File: config.mk
export PLATFORM = sky130hd
export DESIGN_NAME = uart_rx
export DESIGN_NICKNAME = d
export VERILOG_FILES = /design/src/rtl/uart_rx.sv
export SDC_FILE = /design/constraint.sdc
export NUM_CORES = 1
export LEC_CHECK = 0
export ABC_AREA = 0
export BUFFER_PORTS_ARGS = -buffer_cell sky130_fd_sc_hd__clkbuf_2
export CORE_MARGIN = 3
export CORE_UTILIZATION = 49
export CTS_BUF_LIST = sky130_fd_sc_hd__clkbuf_4 sky130_fd_sc_hd__clkbuf_8
export CTS_CLUSTER_SIZE = 28
export DETAILED_ROUTE_END_ITERATION = 12
export GPL_TIMING_DRIVEN = 0
export PLACE_DENSITY_LB_ADDON = 0.1
export SYNTH_ARGS = -nofsm -noshare
export SYNTH_HDL_FRONTEND = slang
export SYNTH_SLANG_ARGS = --single-unit
export TNS_END_PERCENT = 50
File: constraint.sdc
create_clock -name clk -period 2.1 [get_ports clk]
set_input_delay 0.105 -clock clk [delete_from_list [all_inputs] [get_ports clk]]
set_output_delay 0.105 -clock clk [all_outputs]
set_load 0.01 [all_outputs]
File: src/rtl/uart_rx.sv
// Oversampled UART receiver with optional parity and one-cycle status pulses.
// Define UART_RX_MAJORITY_VOTE_EN to decide each bit by 2-of-3 vote around mid-bit.
module uart_rx #(
    parameter int DATAWIDTH  = 8,
    parameter int OVERSAMPLE = 8
) (
    input  logic                 clk,
    input  logic                 rst,
    input  logic                 RX_IN,
    input  logic                 PAR_EN,
    input  logic                 PAR_TYP,
    output logic [DATAWIDTH-1:0] P_DATA,
    output logic                 DATA_VALID,
    output logic                 PAR_ERR,
    output logic                 STP_ERR,
    output logic                 Busy
);

    localparam int CW = $clog2(OVERSAMPLE);
    localparam int BW = (DATAWIDTH > 1) ? $clog2(DATAWIDTH) : 1;

    localparam logic [CW-1:0] SAMP_LAST = CW'(OVERSAMPLE - 1);
    localparam logic [BW-1:0] BIT_LAST  = BW'(DATAWIDTH - 1);
`ifdef UART_RX_MAJORITY_VOTE_EN
    localparam logic [CW-1:0] SAMP_V0   = CW'(OVERSAMPLE / 2 - 2);
    localparam logic [CW-1:0] SAMP_V1   = CW'(OVERSAMPLE / 2 - 1);
    localparam logic [CW-1:0] SAMP_DEC  = CW'(OVERSAMPLE / 2);
`else
    localparam logic [CW-1:0] SAMP_DEC  = CW'(OVERSAMPLE / 2 - 1);
`endif

    localparam logic [2:0] ST_IDLE   = 3'd0;
    localparam logic [2:0] ST_START  = 3'd1;
    localparam logic [2:0] ST_DATA   = 3'd2;
    localparam logic [2:0] ST_PARITY = 3'd3;
    localparam logic [2:0] ST_STOP   = 3'd4;

    logic                 r_sync1;
    logic                 r_sync2;
    logic                 r_rx_prev;
    logic [2:0]           r_state;
    logic [CW-1:0]        r_samp_cnt;
    logic [BW-1:0]        r_bit_cnt;
    logic [DATAWIDTH-1:0] r_shift;
    logic                 r_par_en;
    logic                 r_par_typ;
    logic                 r_par_flag;
    logic [DATAWIDTH-1:0] r_pdata;
    logic                 r_dv;
    logic                 r_pe;
    logic                 r_se;

    logic                 w_rx_s;
    logic                 w_fall;
    logic                 w_at_dec;
    logic                 w_at_last;
    logic                 w_bit;
    logic [DATAWIDTH-1:0] w_shift_next;

    assign w_rx_s       = r_sync2;
    assign w_fall       = r_rx_prev & ~w_rx_s;
    assign w_at_dec     = (r_samp_cnt == SAMP_DEC);
    assign w_at_last    = (r_samp_cnt == SAMP_LAST);
    assign w_shift_next = DATAWIDTH'({w_bit, r_shift} >> 1);

`ifdef UART_RX_MAJORITY_VOTE_EN
    logic r_vote0;
    logic r_vote1;

    // The third vote is the live sample at the decision count.
    assign w_bit = (r_vote0 & r_vote1) | (r_vote0 & w_rx_s) | (r_vote1 & w_rx_s);

    always_ff @(posedge clk or negedge rst) begin
        if (!rst) begin
            r_vote0 <= 1'b1;
            r_vote1 <= 1'b1;
        end else if (r_state != ST_IDLE) begin
            if (r_samp_cnt == SAMP_V0) r_vote0 <= w_rx_s;
            if (r_samp_cnt == SAMP_V1) r_vote1 <= w_rx_s;
        end
    end
`else
    assign w_bit = w_rx_s;
`endif

    always_ff @(posedge clk or negedge rst) begin
        if (!rst) begin
            r_sync1    <= 1'b1;
            r_sync2    <= 1'b1;
            r_rx_prev  <= 1'b1;
            r_state    <= ST_IDLE;
            r_samp_cnt <= '0;
            r_bit_cnt  <= '0;
            r_shift    <= '0;
            r_par_en   <= 1'b0;
            r_par_typ  <= 1'b0;
            r_par_flag <= 1'b0;
            r_pdata    <= '0;
            r_dv       <= 1'b0;
            r_pe       <= 1'b0;
            r_se       <= 1'b0;
        end else begin
            r_sync1   <= RX_IN;
            r_sync2   <= r_sync1;
            r_rx_prev <= r_sync2;
            r_dv      <= 1'b0;
            r_pe      <= 1'b0;
            r_se      <= 1'b0;

            if (r_state == ST_IDLE) begin
                if (w_fall) begin
                    r_state    <= ST_START;
                    r_samp_cnt <= '0;
                    r_bit_cnt  <= '0;
                    r_par_en   <= PAR_EN;
                    r_par_typ  <= PAR_TYP;
                    r_par_flag <= 1'b0;
                end
            end else begin
                r_samp_cnt <= w_at_last ? '0 : r_samp_cnt + 1'b1;
                case (r_state)
                    ST_START: begin
                        if (w_at_dec && w_bit) begin
                            r_state <= ST_IDLE;
                        end else if (w_at_last) begin
                            r_state <= ST_DATA;
                        end
                    end
                    ST_DATA: begin
                        if (w_at_dec) r_shift <= w_shift_next;
                        if (w_at_last) begin
                            if (r_bit_cnt == BIT_LAST) begin
                                r_bit_cnt <= '0;
                                r_state   <= r_par_en ? ST_PARITY : ST_STOP;
                            end else begin
                                r_bit_cnt <= r_bit_cnt + 1'b1;
                            end
                        end
                    end
                    ST_PARITY: begin
                        if (w_at_dec && (w_bit != ((^r_shift) ^ r_par_typ))) r_par_flag <= 1'b1;
                        if (w_at_last) r_state <= ST_STOP;
                    end
                    ST_STOP: begin
                        // Leave at mid-stop so a following start edge is never missed.
                        if (w_at_dec) begin
                            r_state <= ST_IDLE;
                            r_se    <= ~w_bit;
                            r_pe    <= r_par_flag;
                            if (w_bit && !r_par_flag) begin
                                r_pdata <= r_shift;
                                r_dv    <= 1'b1;
                            end
                        end
                    end
                    default: r_state <= ST_IDLE;
                endcase
            end
        end
    end

    assign P_DATA     = r_pdata;
    assign DATA_VALID = r_dv;
    assign PAR_ERR    = r_pe;
    assign STP_ERR    = r_se;
    assign Busy       = (r_state != ST_IDLE) | r_dv | r_pe | r_se;

endmodule

## After elaboration in Yosys (flattened, before gate mapping)

Cells that the tools add are included.

- Register bits after elaboration: 34
- Bits of input ports: 5
- Output and inout bits: 12
- Word-level logic and storage cells: 85

- $add $sub $neg: 2
- Equality and inequality tests: 14
- Muxes and demuxes: 31
- Bitwise logic cells: 7
- Reduce and logical (&&, ||, !) cells: 17

Operators by type and width:

| cell | number |
|---|---|
| 2-to-1 mux 3 bit | 16 |
| 2-to-1 mux 1 bit | 14 |
| != test 3 bit, second input constant | 4 |
| case mux 3 bit (4 select lines) | 1 |
| equality test 3 x 2 -> 1 bit, second input constant | 3 |
| equality test 3 bit, second input constant | 3 |
| AND reduction 3 bit | 3 |
| nonzero test 2 bit | 4 |
| XOR reduction 8 bit | 1 |
| adder 3 x 1 -> 3 bit, second input constant | 2 |
| AND reduction 6 bit | 1 |
| != test 4 bit, second input constant | 1 |
| AND reduction 4 bit | 1 |
| equality test 3 x 1 -> 1 bit, second input constant | 1 |
| logical AND 1 bit | 3 |
| zero test 3 bit | 1 |
| bitwise OR 1 bit | 3 |
| nonzero test 3 bit | 1 |
| != test 2 bit, second input constant | 1 |
| inverter 1 bit | 2 |
| AND reduction 2 bit | 1 |
| bitwise AND 1 bit | 1 |
| zero test 1 bit | 1 |
| != test 1 bit | 1 |
| bitwise XOR 1 bit | 1 |

## Longest topological paths before layout

- Depth after elaboration: 7
- Mapped depth: 6
- Mapped depth without buffers: 6

## Least setup slack after synthesis

No wires, ideal clock.

- Kind: register to register
- From: register r_samp_cnt[0]
- To: register r_pdata[0], in the netlist P_DATA[0]
- Setup time: 125 ps
- Data arrival time: 1,584 ps
- Data required time: 1,975 ps
- Setup slack: 392 ps
- Cell stages (with the launch flop): 6
- Buffers on the path: 0
- Clock period less this slack: 1,708 ps
- Cell sequence: dfrtp_1 -> ha_1 -> ha_1 -> and4bb_2 -> nand3b_2 -> mux2_2

- Word-level cells in the longest chain between the ends: 2

Ends and longest elaborated chain:

| what | RTL line | RTL |
|---|---|---|
| start, declared | 42 | `logic [CW-1:0] r_samp_cnt;` |
| start signal, assigned | 120 | `r_samp_cnt <= w_at_last ? '0 : r_samp_cnt + 1'b1;` |
| equality test 3 x 2 -> 1 bit | 62 | `assign w_at_dec = (r_samp_cnt == SAMP_DEC);` |
| AND reduction 4 bit (no source line) | - |  |
| end signal, assigned | 151 | `r_pdata <= r_shift;` |
| end, declared | 48 | `logic [DATAWIDTH-1:0] r_pdata;` |

Every way passes these cells.
A chain may end at the register's enable or synchronous reset.

## Final worst setup path

- From: register r_samp_cnt[0]
- To: register r_pdata[3], in the netlist P_DATA[3]

Same word-level chain as after synthesis.

==> PnR_summary.wiki <==
{| class="wikitable"
! Metric !! Value
|-
| Startpoint type of the worst setup path || register
|-
| Minimum setup slack after placement || 201 ps
|-
| Path category of the worst min-delay check || in -> reg
|-
| Accumulated negative setup slack || 0 ps
|-
| Number of synthesized register bits || 34
|-
| Slack of the critical path || ~170 ps
|-
| Vias in the first global route || between 1000 and 1500
|-
| Setup slack of the worst register-to-register path || 170 ps
|-
| Area share of the largest cell type after synthesis || 49.4%
|-
| FMAX || 0.518 GHz
|-
| Initial antenna violation count || 0
|-
| Global-route wire length before repair || approximately 4.8 mm
|-
| DRC marker count from the first detailed-route iteration || 36
|-
| Number of clock sinks || 34
|-
| Final Critical Period || around 1900 ps
|-
| Clock power frac || 22.1%
|-
| Final critical-path share of the clock period || 91.9%
|-
| Reg power frac || between 40 and 50%
|-
| Initial core utilization || a little over half
|-
| Net load switching power || just over 700 µW
|-
| Core Box Area || 0.00290 mm²
|-
| Kind of end point of the critical path || register
|-
| Clock skew after layout || about 8.2 ps
|-
| Worst Setup Path Type || reg -> reg
|-
| Vias per std cell || 5.32
|-
| Number of warnings issued by yosys || 0
|-
| Die footprint || 0.00392 mm²
|-
| Fraction of final layout cells sized beyond drive strength 1 || 38.0%
|-
| Total GRT Usage || 15.5%
|-
| Required time worst endpoint || around 2300 ps
|-
| Total number of vias || 1021
|-
| Area of the mapped netlist || 0.00157 mm²
|-
| Synth cell types || 33
|-
| CTS buffer count || 5
|-
| Number of max-cap violations || 0
|-
| Input/output buffers || 16
|-
| Synthesis-to-finish area growth || 15.6%
|-
| Placer congestion estimate || between 0.8 and 0.9
|-
| Outcome || complete, no violations
|-
| Die Span X || 62.6 µm
|-
| Inserted Diodes || 0
|-
| Leading cell types by count after synthesis || dfrtp_1, mux2_2, nand3_1, o21ai_0
|-
| Slew HR || 45.3%
|-
| Clk pin slew, worst setup/hold paths || 100 ps
|-
| Post-CTS Hold Buffers || 3
|-
| Setup violation total in the final timing report || 0
|-
| Cell Pwr Density || 1210 mW/mm²
|-
| Number of instances in the synthesized netlist || approximately 120
|-
| Setup repair after global routing missed its margin || false
|-
| Transition at the pin with the smallest max-transition slack || 820 ps
|-
| HPWL after DPL || 1.81 mm
|-
| Net total in the final layout || 159
|-
| Drt wl/cell || 13.3 µm
|-
| Maximum number of pins on one net before global-route repair || 35
|-
| TritonCTS clock tree || yes
|-
| Critical register-to-register path startpoint || r_samp_cnt[0]$_DFFE_PN0P_
|-
| Chip height || 62.6 µm
|-
| Post-synth top flop || dfrtp_1
|-
| Antenna violation net count after detailed routing || 0
|-
| Sequential share of the synthesized area || between 50% and 60%
|-
| Wire length after detailed routing || between 2 and 3 mm
|-
| Critical path arrival || 2150 ps
|-
| Dominant cell type by area after synthesis || dfrtp_1
|-
| Total count of hold-check failures in the final report || 0
|-
| Clock root cell || clkbuf_4
|-
| CP Max Fanout || 9
|-
| Setup repair bufs after CTS || 0
|-
| I/O pins || 17
|-
| Pre-Repair DR Iteration Count || 4
|-
| Max clock buf depth || 2
|-
| DRC || 0
|-
| Proportion of register bits with asynchronous set or reset after synthesis || between 90% and 100%
|-
| Leading cell type by number of instances after synthesis || dfrtp_1
|-
| Nets in the synthesized netlist || 133
|-
| Max Slew Vio Count || 0
|-
| Area contributors post-synth || dfrtp_1, mux2_2, dfstp_2
|-
| Cell internal pwr || between 1 and 1.5 mW
|-
| Total overflow reported by the global router || 0
|-
| Fraction of power spent switching nets || 33.0%
|-
| Hold Crit Start || PAR_TYP
|-
| Post-synth EDFFs || 0
|-
| Clock latency at the later pin of the worst-skew pair || between 300 and 400 ps
|-
| Worst vdd ir || 0.000593 V
|-
| Leakage || between 0.8 and 0.9 nW
|-
| Share of power burned in combinational logic || 37.3%
|-
| Launch point of the critical path || r_samp_cnt[0]$_DFFE_PN0P_
|-
| Row count || 19
|-
| Number of resized instances in the post-cts repair step || 0
|-
| Mean post-synth cell area || 12.8 µm²
|-
| Deepest level of the CTS H-tree || 2
|}
-- worst paths after layout --
check | endpoint | cells past startpoint
max | P_DATA[3]$_DFFE_PN0P_ | 5
min | r_par_typ$_DFFE_PN0P_ | 2
max reg2reg | P_DATA[3]$_DFFE_PN0P_ | 5
min reg2reg | r_sync2$_DFF_PN1_ | 0
max in group asynchronous | P_DATA[4]$_DFFE_PN0P_ | 2
min in group asynchronous | r_samp_cnt[0]$_DFFE_PN0P_ | 2
-- final cells by class --
cell class / instances / area (µm²)
well taps: 42 / 52.6
plain buffers: 4 / 28.8
clock buffers: 7 / 52.6
repair buffers: 19 / 110
fillers: 253 / 1090
inverters: 6 / 22.5
clock inverters: 1 / 30.0
flip-flops and latches: 34 / 855
multi-input cells: 79 / 663
-- routing by layer --
| layer | share of wire (%) | track usage, % |
|---|---|---|
| met5 | 0 | 0 |
| met4 | 1.8 | 7.71 |
| met3 | 4.0 | 3.78 |
| met2 | 47 | 24.6 |
| met1 | 48 | 19.6 |
-- placed cells by master, fill, tap and decap left out, types with 4 or more instances in the layout --
cell,netlist,routed
clkbuf_2,0,16
clkbuf_4,0,7
dfrtp_1,31,31
ha_1,5,5
inv_1,5,5
mux2_2,21,21
nand2_1,6,6
nand3_1,8,8
nor2_1,4,4
o21ai_0,8,8
xnor2_1,6,6
-- through the flow --
| step | hold slack (ps) | std cells | total power, mW | util [%] | area, µm² |
|---|---|---|---|---|---|
| floorplan | -191 | 123 | 1.54 | - | 1570 |
| global placement | 194 | 181 | 1.67 | 58.7 | 1700 |
| detailed placement | 197 | 181 | 1.72 | 58.7 | 1700 |
| CTS | 1.34 | 192 | 2.22 | 62.6 | 1810 |
| global route | 3.79 | 192 | 2.37 | 62.6 | 1810 |
| finish | 8.22 | 192 | 2.20 | 62.6 | 1810 |
-- power by group through the flow --
| stage | sequential (mW) | combinational, mW | clock [mW] |
|---|---|---|---|
| after floorplan | 0.881 | 0.663 | 0 |
| after global placement | 0.897 | 0.778 | 0 |
| after detailed placement | 0.908 | 0.811 | 0 |
| after CTS | 0.894 | 0.823 | 0.499 |
| after global routing | 0.915 | 0.931 | 0.526 |
| final | 0.893 | 0.819 | 0.486 |
-- critical path, cell delays in order (launching register included) --
cell and delay, ps:
dfrtp_1 420, ha_1 230, ha_1 270, and4bb_2 290, nand3b_2 240, mux2_2 370
-- sequential cells by signal (all words and copies together) (netlist names) --
signal	flops
r_rx_prev	1
r_sync1	1
PAR_ERR	1
r_state	3
r_bit_cnt	3
DATA_VALID	1
r_shift	8
r_par_en	1
r_samp_cnt	3
r_par_flag	1
P_DATA	8
r_sync2	1
STP_ERR	1
r_par_typ	1
-- cell families after synthesis --
family	count (synthesis)	synth area share, %
xor+xnor	8	5.34
fa+ha+maj	5	3.99
buf+inv	10	3.27
mux	21	15.1
flops	34	54.5
simple gates	32	13.0
compound gates	13	4.86
(Power assumes the default switching activity.)
